<file path="src/rtl/fft_pkg.sv">
// Shared types and helpers for the FFT front-end frame sequencer.
// Holds the state encoding, complex width derivation and conj-saturate helper.
package fft_pkg;

  typedef enum logic [1:0] {
    ST_IDLE = 2'd0,
    ST_RUN  = 2'd1,
    ST_PAD  = 2'd2
  } seq_state_e;

  function automatic int cplx_width(input int rw, input int iw);
    return rw + iw;
  endfunction

  // Negate a w-bit two's complement value held in the low bits of v.
  // The most negative code has no positive twin, so it clamps to max.
  function automatic logic [63:0] conj_sat(
    input logic [63:0] v,
    input int          w
  );
    logic [63:0] mask;
    logic [63:0] minv;
    logic [63:0] vm;
    mask = (64'd1 << w) - 64'd1;
    minv = 64'd1 << (w - 1);
    vm   = v & mask;
    if (vm == minv)
      return minv - 64'd1;
    else
      return (~vm + 64'd1) & mask;
  endfunction

endpackage

</file>
<file path="src/rtl/fft_seq_addr_cnt.sv">
// In-frame address counter: holds the index of the next emitted beat.
// Ports: iclk, rst (sync), clr, inc -> cnt (next address), tc (cnt is N-1).
module fft_seq_addr_cnt #(
  parameter int W = 11
) (
  input  logic         iclk,
  input  logic         rst,
  input  logic         clr,
  input  logic         inc,
  output logic [W-1:0] cnt,
  output logic         tc
);

  always_ff @(posedge iclk) begin
    if (rst || clr)
      cnt <= '0;
    else if (inc)
      cnt <= cnt + 1'b1;
  end

  assign tc = &cnt;

endmodule

</file>
<file path="src/rtl/fft_frame_sequencer.sv">
// Front-end frame sequencer feeding the first butterfly stage.
// Ports: iclk, rst, ivalid/iready/idata/ilast, iabort in; oen/oaddr/odata,
// ostart/odone/oabort, obusy, oframe_cnt out. Optional imode with
// FFT_SEQ_CONJ_EN (imaginary negate with saturation for IFFT).
module fft_frame_sequencer
  import fft_pkg::*;
#(
  parameter int REAL_WIDTH  = 18,
  parameter int IMGN_WIDTH  = 18,
  parameter int TOTAL_STAGE = 11,
  parameter int FRAME_CNT_W = 16
) (
  input  logic                                iclk,
  input  logic                                rst,
  input  logic                                ivalid,
  output logic                                iready,
  input  logic [REAL_WIDTH+IMGN_WIDTH-1:0]    idata,
  input  logic                                ilast,
  input  logic                                iabort,
`ifdef FFT_SEQ_CONJ_EN
  input  logic                                imode,
`endif
  output logic                                oen,
  output logic [TOTAL_STAGE-1:0]              oaddr,
  output logic [REAL_WIDTH+IMGN_WIDTH-1:0]    odata,
  output logic                                ostart,
  output logic                                odone,
  output logic                                oabort,
  output logic                                obusy,
  output logic [FRAME_CNT_W-1:0]              oframe_cnt
);

  localparam int CW = cplx_width(REAL_WIDTH, IMGN_WIDTH);

  seq_state_e             state;
  logic                   accept;
  logic                   cnt_inc;
  logic [TOTAL_STAGE-1:0] cnt;
  logic                   tc;
  logic [CW-1:0]          data_in;

  assign iready  = (state != ST_PAD) & ~iabort & ~rst;
  assign accept  = ivalid & iready;
  assign cnt_inc = ~iabort & (accept | (state == ST_PAD));
  assign obusy   = (state != ST_IDLE);

`ifdef FFT_SEQ_CONJ_EN
  logic [IMGN_WIDTH-1:0] im_neg;
  assign im_neg = IMGN_WIDTH'(conj_sat(64'(idata[IMGN_WIDTH-1:0]),
                                       IMGN_WIDTH));
  assign data_in = imode ? {idata[CW-1:IMGN_WIDTH], im_neg} : idata;
`else
  assign data_in = idata;
`endif

  fft_seq_addr_cnt #(
    .W (TOTAL_STAGE)
  ) u_cnt (
    .iclk (iclk),
    .rst  (rst),
    .clr  (iabort),
    .inc  (cnt_inc),
    .cnt  (cnt),
    .tc   (tc)
  );

  always_ff @(posedge iclk) begin
    if (rst) begin
      state      <= ST_IDLE;
      oen        <= 1'b0;
      oaddr      <= '1;
      odata      <= '0;
      ostart     <= 1'b0;
      odone      <= 1'b0;
      oabort     <= 1'b0;
      oframe_cnt <= '0;
    end else if (iabort) begin
      state  <= ST_IDLE;
      oen    <= 1'b0;
      oaddr  <= '1;
      odata  <= '0;
      ostart <= 1'b0;
      odone  <= 1'b0;
      oabort <= (state != ST_IDLE);
    end else begin
      oen    <= 1'b0;
      oaddr  <= '1;
      odata  <= '0;
      ostart <= 1'b0;
      odone  <= 1'b0;
      oabort <= 1'b0;
      unique case (state)
        ST_IDLE: begin
          if (accept) begin
            oen    <= 1'b1;
            oaddr  <= cnt;
            odata  <= data_in;
            ostart <= 1'b1;
            state  <= ilast ? ST_PAD : ST_RUN;
          end
        end
        ST_RUN: begin
          if (accept) begin
            oen    <= 1'b1;
            oaddr  <= cnt;
            odata  <= data_in;
            ostart <= (cnt == '0);
            if (tc) begin
              odone      <= 1'b1;
              oframe_cnt <= oframe_cnt + 1'b1;
              state      <= ilast ? ST_IDLE : ST_RUN;
            end else if (ilast) begin
              state <= ST_PAD;
            end
          end
        end
        ST_PAD: begin
          oen   <= 1'b1;
          oaddr <= cnt;
          if (tc) begin
            odone      <= 1'b1;
            oframe_cnt <= oframe_cnt + 1'b1;
            state      <= ST_IDLE;
          end
        end
        default: state <= ST_IDLE;
      endcase
    end
  end

endmodule

</file>
<file path="config.mk">
export PLATFORM = sky130hd
export DESIGN_NAME = fft_frame_sequencer
export DESIGN_NICKNAME = d
export VERILOG_FILES = /design/src/rtl/fft_pkg.sv /design/src/rtl/fft_seq_addr_cnt.sv /design/src/rtl/fft_frame_sequencer.sv
export SDC_FILE = /design/constraint.sdc
export NUM_CORES = 1
export LEC_CHECK = 0
export CORE_MARGIN = 1
export CORE_UTILIZATION = 47
export CTS_CLUSTER_SIZE = 12
export DETAILED_ROUTE_END_ITERATION = 16
export PLACE_DENSITY = 0.84
export SYNTH_ARGS = -nofsm -noshare
export SYNTH_HDL_FRONTEND = slang
export SYNTH_HIERARCHICAL = 1
export SYNTH_SLANG_ARGS = --single-unit
</file>
<file path="constraint.sdc">
create_clock -name iclk -period 6 [get_ports iclk]
set_input_delay 1.2 -clock iclk [delete_from_list [all_inputs] [get_ports iclk]]
set_output_delay 1.2 -clock iclk [all_outputs]
set_load 0.02 [all_outputs]
</file>
==> summary.md <==
| Metric | Value |
|---|---|
| Status | `completed` |
| Final worst setup slack | `between 1.5 and 2 ns` |
| IO Port Bufs | `109` |
| Router iterations before antenna repair | `4` |
| Post-Synth Simple-Gate Area | `24.1%` |
| Hold_sp | `oframe_cnt[15]` |
| Global-route wire length before repair | `10800 um` |
| Initial antenna violation count | `0` |
| Remaining DRCs | `0` |
| Gate Count Post-Synth | `293` |
| Arrival time of the worst setup path | `3.06 ns` |
| Post-route antenna net violation count | `0` |
| I/O pins | `110` |
| Max_cap viols | `0` |
| # placed instances | `463` |
| Area added between synthesis and finish | `44.6%` |
| Depth of the CTS H-tree | `3` |
| #FFs+latches synth | `80` |
| CTS Buf Count | `9` |
| Die area | `around 6700 um^2` |
| Buf/Inv on CP | `2` |
| Vias | `2516` |
| XOR/XNOR Fraction of Synth Area | `2.65%` |
| Most used DFF post-synth | `dfxtp_1` |
| CP max FO | `27` |
| Clk_lat worst skew | `0.35 ns` |
| EDFF count, synth | `0` |
| Row count | `28` |
| Capturing point of the worst reg2reg path | `oframe_cnt[13]` |
| Most frequent cells in the layout | `clkdlybuf4s50_1 (109), dfxtp_1 (80), and2_1 (37), nor2_1 (20), a21oi_1 (19)` |
| Initial Util | `roughly half` |
| Fillers | `around 460` |
| Post-synthesis mux area share | `1.01%` |
| Via density | `between 5 and 6` |
| Clk_skew | `0.0147 ns` |
| Pwr Density | `292 nW/um^2` |
| Total track usage | `21.4%` |
| Worst hold endpoint | `oframe_cnt[15]` |
| DRT iter0 DRCs | `103` |
| Post-synth cell types | `45` |
| Post-CTS setup buffer count | `0` |
| Worst slew margin relative to its limit | `27.5%` |
| CP Capture Type | `primary output` |
| FMAX | `235 MHz` |
| Critical path startpoint category | `input port` |
| CTS Buffer Depth | `2` |
| RR Startpoint | `u_cnt/cnt[2]` |
| Syn nets | `340` |
| Clock root buffer | `clkbuf_8` |
| Sink Count | `80` |
| Synth warnings | `6` |
| Post-Synth Adder-Cell Area | `2.52%` |
| Routed len/inst | `14.3 um` |
| CP peak stage delay | `0.89 ns` |
| Max IR drop VDD | `0.226 mV` |
| # setup viols final | `0` |
| DIE HEIGHT | `81.6 um` |
| Hold/Removal Path Class | `reg -> reg` |
| Slowest-stage cell, CP | `clkdlybuf4s50_1` |
| Crit Path Category | `in -> out` |
| Leak | `roughly 1.6 nW` |
| TritonCTS clock tree | `yes` |
| Reg2reg setup slack | `just over 3 ns` |
| Hold slack | `0.508 ns` |
| Combinational family with the most area after synthesis | `simple AND/OR/NAND/NOR gates` |
| Dpl ws | `approximately 1.7 ns` |
| CP Cell Sequence | `clkdlybuf4s50_1 > nor3_1 > clkdlybuf4s50_1` |
| CP dominant cell by count | `clkdlybuf4s50_1` |
| Net count, final | `446` |
| Area post-placement | `4090 um^2` |
| Unrepaired setup endpoints after global routing | `no` |
| Slew Limit Fails | `0` |
| Worst r2r path cells | `5` |
| Hold Crit Depth | `2` |
| Die Width | `81.6 um` |
| GRT overflow | `0` |
| Post-Syn Area | `just under 3000 um^2` |
| Tcrit/Tclk final | `71.0%` |
| FFs w/ async S/R, synth | `0%` |
| Final critical-path required period | `4.26 ns` |
| Synth Area in Compound Gates | `roughly an eighth` |
| Final hold vios | `0` |
| Most common cell after layout, fill and taps aside | `clkdlybuf4s50_1` |
| Slew @ Worst Pin | `1.08 ns` |
| Share of layout cells above drive strength 1 | `under 10%` |
| Critical path required time | `4.80 ns` |
| HPWL after detailed placement | `4860 um` |
| Layout Cell Area excl Fill | `between 4000 and 5000 um^2` |
| Sequential-to-total area share from yosys stat | `about 54%` |
| CP top delay family | `buffers and inverters` |
| Routability cong. | `roughly 0.8` |
| Core area | `6030 um^2` |
| Syn avg cell area | `10.2 um^2` |
| Worst-path clk slew | `0.08 ns` |
| Vias in the first global route | `about 2300` |
| Hold Buf Count CTS | `0` |
| Non-Filler Instances | `479` |
| Pin count of the biggest net entering global routing | `37` |
| Final TNS setup | `0 ns` |
| Routed WL | `between 6000 and 7000 um` |
| # resized after CTS | `0` |
| Antenna cell count | `0` |
## layout make-up
| cell class | instances | area, um^2 | area share (%) |
|---|---|---|---|
| inverter | 6 | 22.5 | 0.523 |
| sequential | 80 | 1600 | 37.2 |
| timing repair buffer | 109 | 1090 | 25.3 |
| clock buffer | 10 | 128 | 2.96 |
| multi-input combinational | 193 | 1280 | 29.7 |
| tap | 75 | 93.8 | 2.18 |
| clock inverter | 6 | 92.6 | 2.15 |
## worst min-delay path, cell delays in order (launching register included)
cell,delay [ns]
dfxtp_1,0.34
o31ai_1,0.07
a21oi_1,0.06
## kinds of logic (layout without fill, tap and decap cells)
| group | count (synthesis) | after routing |
|---|---|---|
| adders and majority gates | 6 | 6 |
| buffers and inverters | 20 | 131 |
| muxes | 3 | 3 |
| DFF | 80 | 80 |
| AOI/OAI and AO/OA | 59 | 59 |
| xor gates and xnor gates | 9 | 9 |
| and+or+nand+nor | 116 | 116 |
## power breakdown
group	internal, mW	switching [mW]
Clock	0.237	0.199
Sequential	0.562	0.0135
Combinational	0.115	0.129
## cells in the mapped netlist (7+ instances only)
cell type | number | area [um^2]
and2_1 | 37 | 231
nor2_1 | 20 | 75.1
or3_1 | 8 | 50.1
dfxtp_1 | 80 | 1600
a21oi_1 | 19 | 95.1
xor2_1 | 8 | 70.1
o31ai_1 | 7 | 52.6
or4_1 | 7 | 52.6
a21o_1 | 11 | 82.6
nand3_1 | 10 | 50.1
o21ai_0 | 11 | 55.1
nand2_1 | 8 | 30.0
## routing by layer
metal | wire length [um] | GRT usage (%) | vias up | share of wire (%)
met4 | 113 | 9.82 | 0 | 1.7
met2 | 3400 | 35.3 | 77 | 50
met5 | 0 | 0 | - | 0
met3 | 441 | 7.22 | 12 | 6.5
met1 | 2880 | 24.9 | 1185 | 42
li1 | - | - | 1242 | -
## flip-flops by register name (all words and copies together), names as in the netlist
register / cells
odata: 36
oaddr: 11
oen: 1
state: 2
oabort: 1
ostart: 1
odone: 1
u_cnt/cnt: 11
oframe_cnt: 16
## worst max-delay path by stage
stage	start	endpoint	slack (ns)	cells after the start
after global placement	rst	iready	1.75	3
after global routing	rst	iready	1.51	3
after CTS	rst	iready	1.73	3
after detailed placement	rst	iready	1.73	3
final	rst	iready	1.74	3
after floorplan	iabort	iready	2.94	2
## per-stage QoR
stage / utilization [%] / power (mW)
floorplan: - / 0.730
global placement: 67.8 / 0.827
detailed placement: 67.8 / 0.831
CTS: 71.5 / 1.27
global route: 71.5 / 1.31
finish: 71.5 / 1.26
Note: power is estimated with default switching activity, not from simulation.
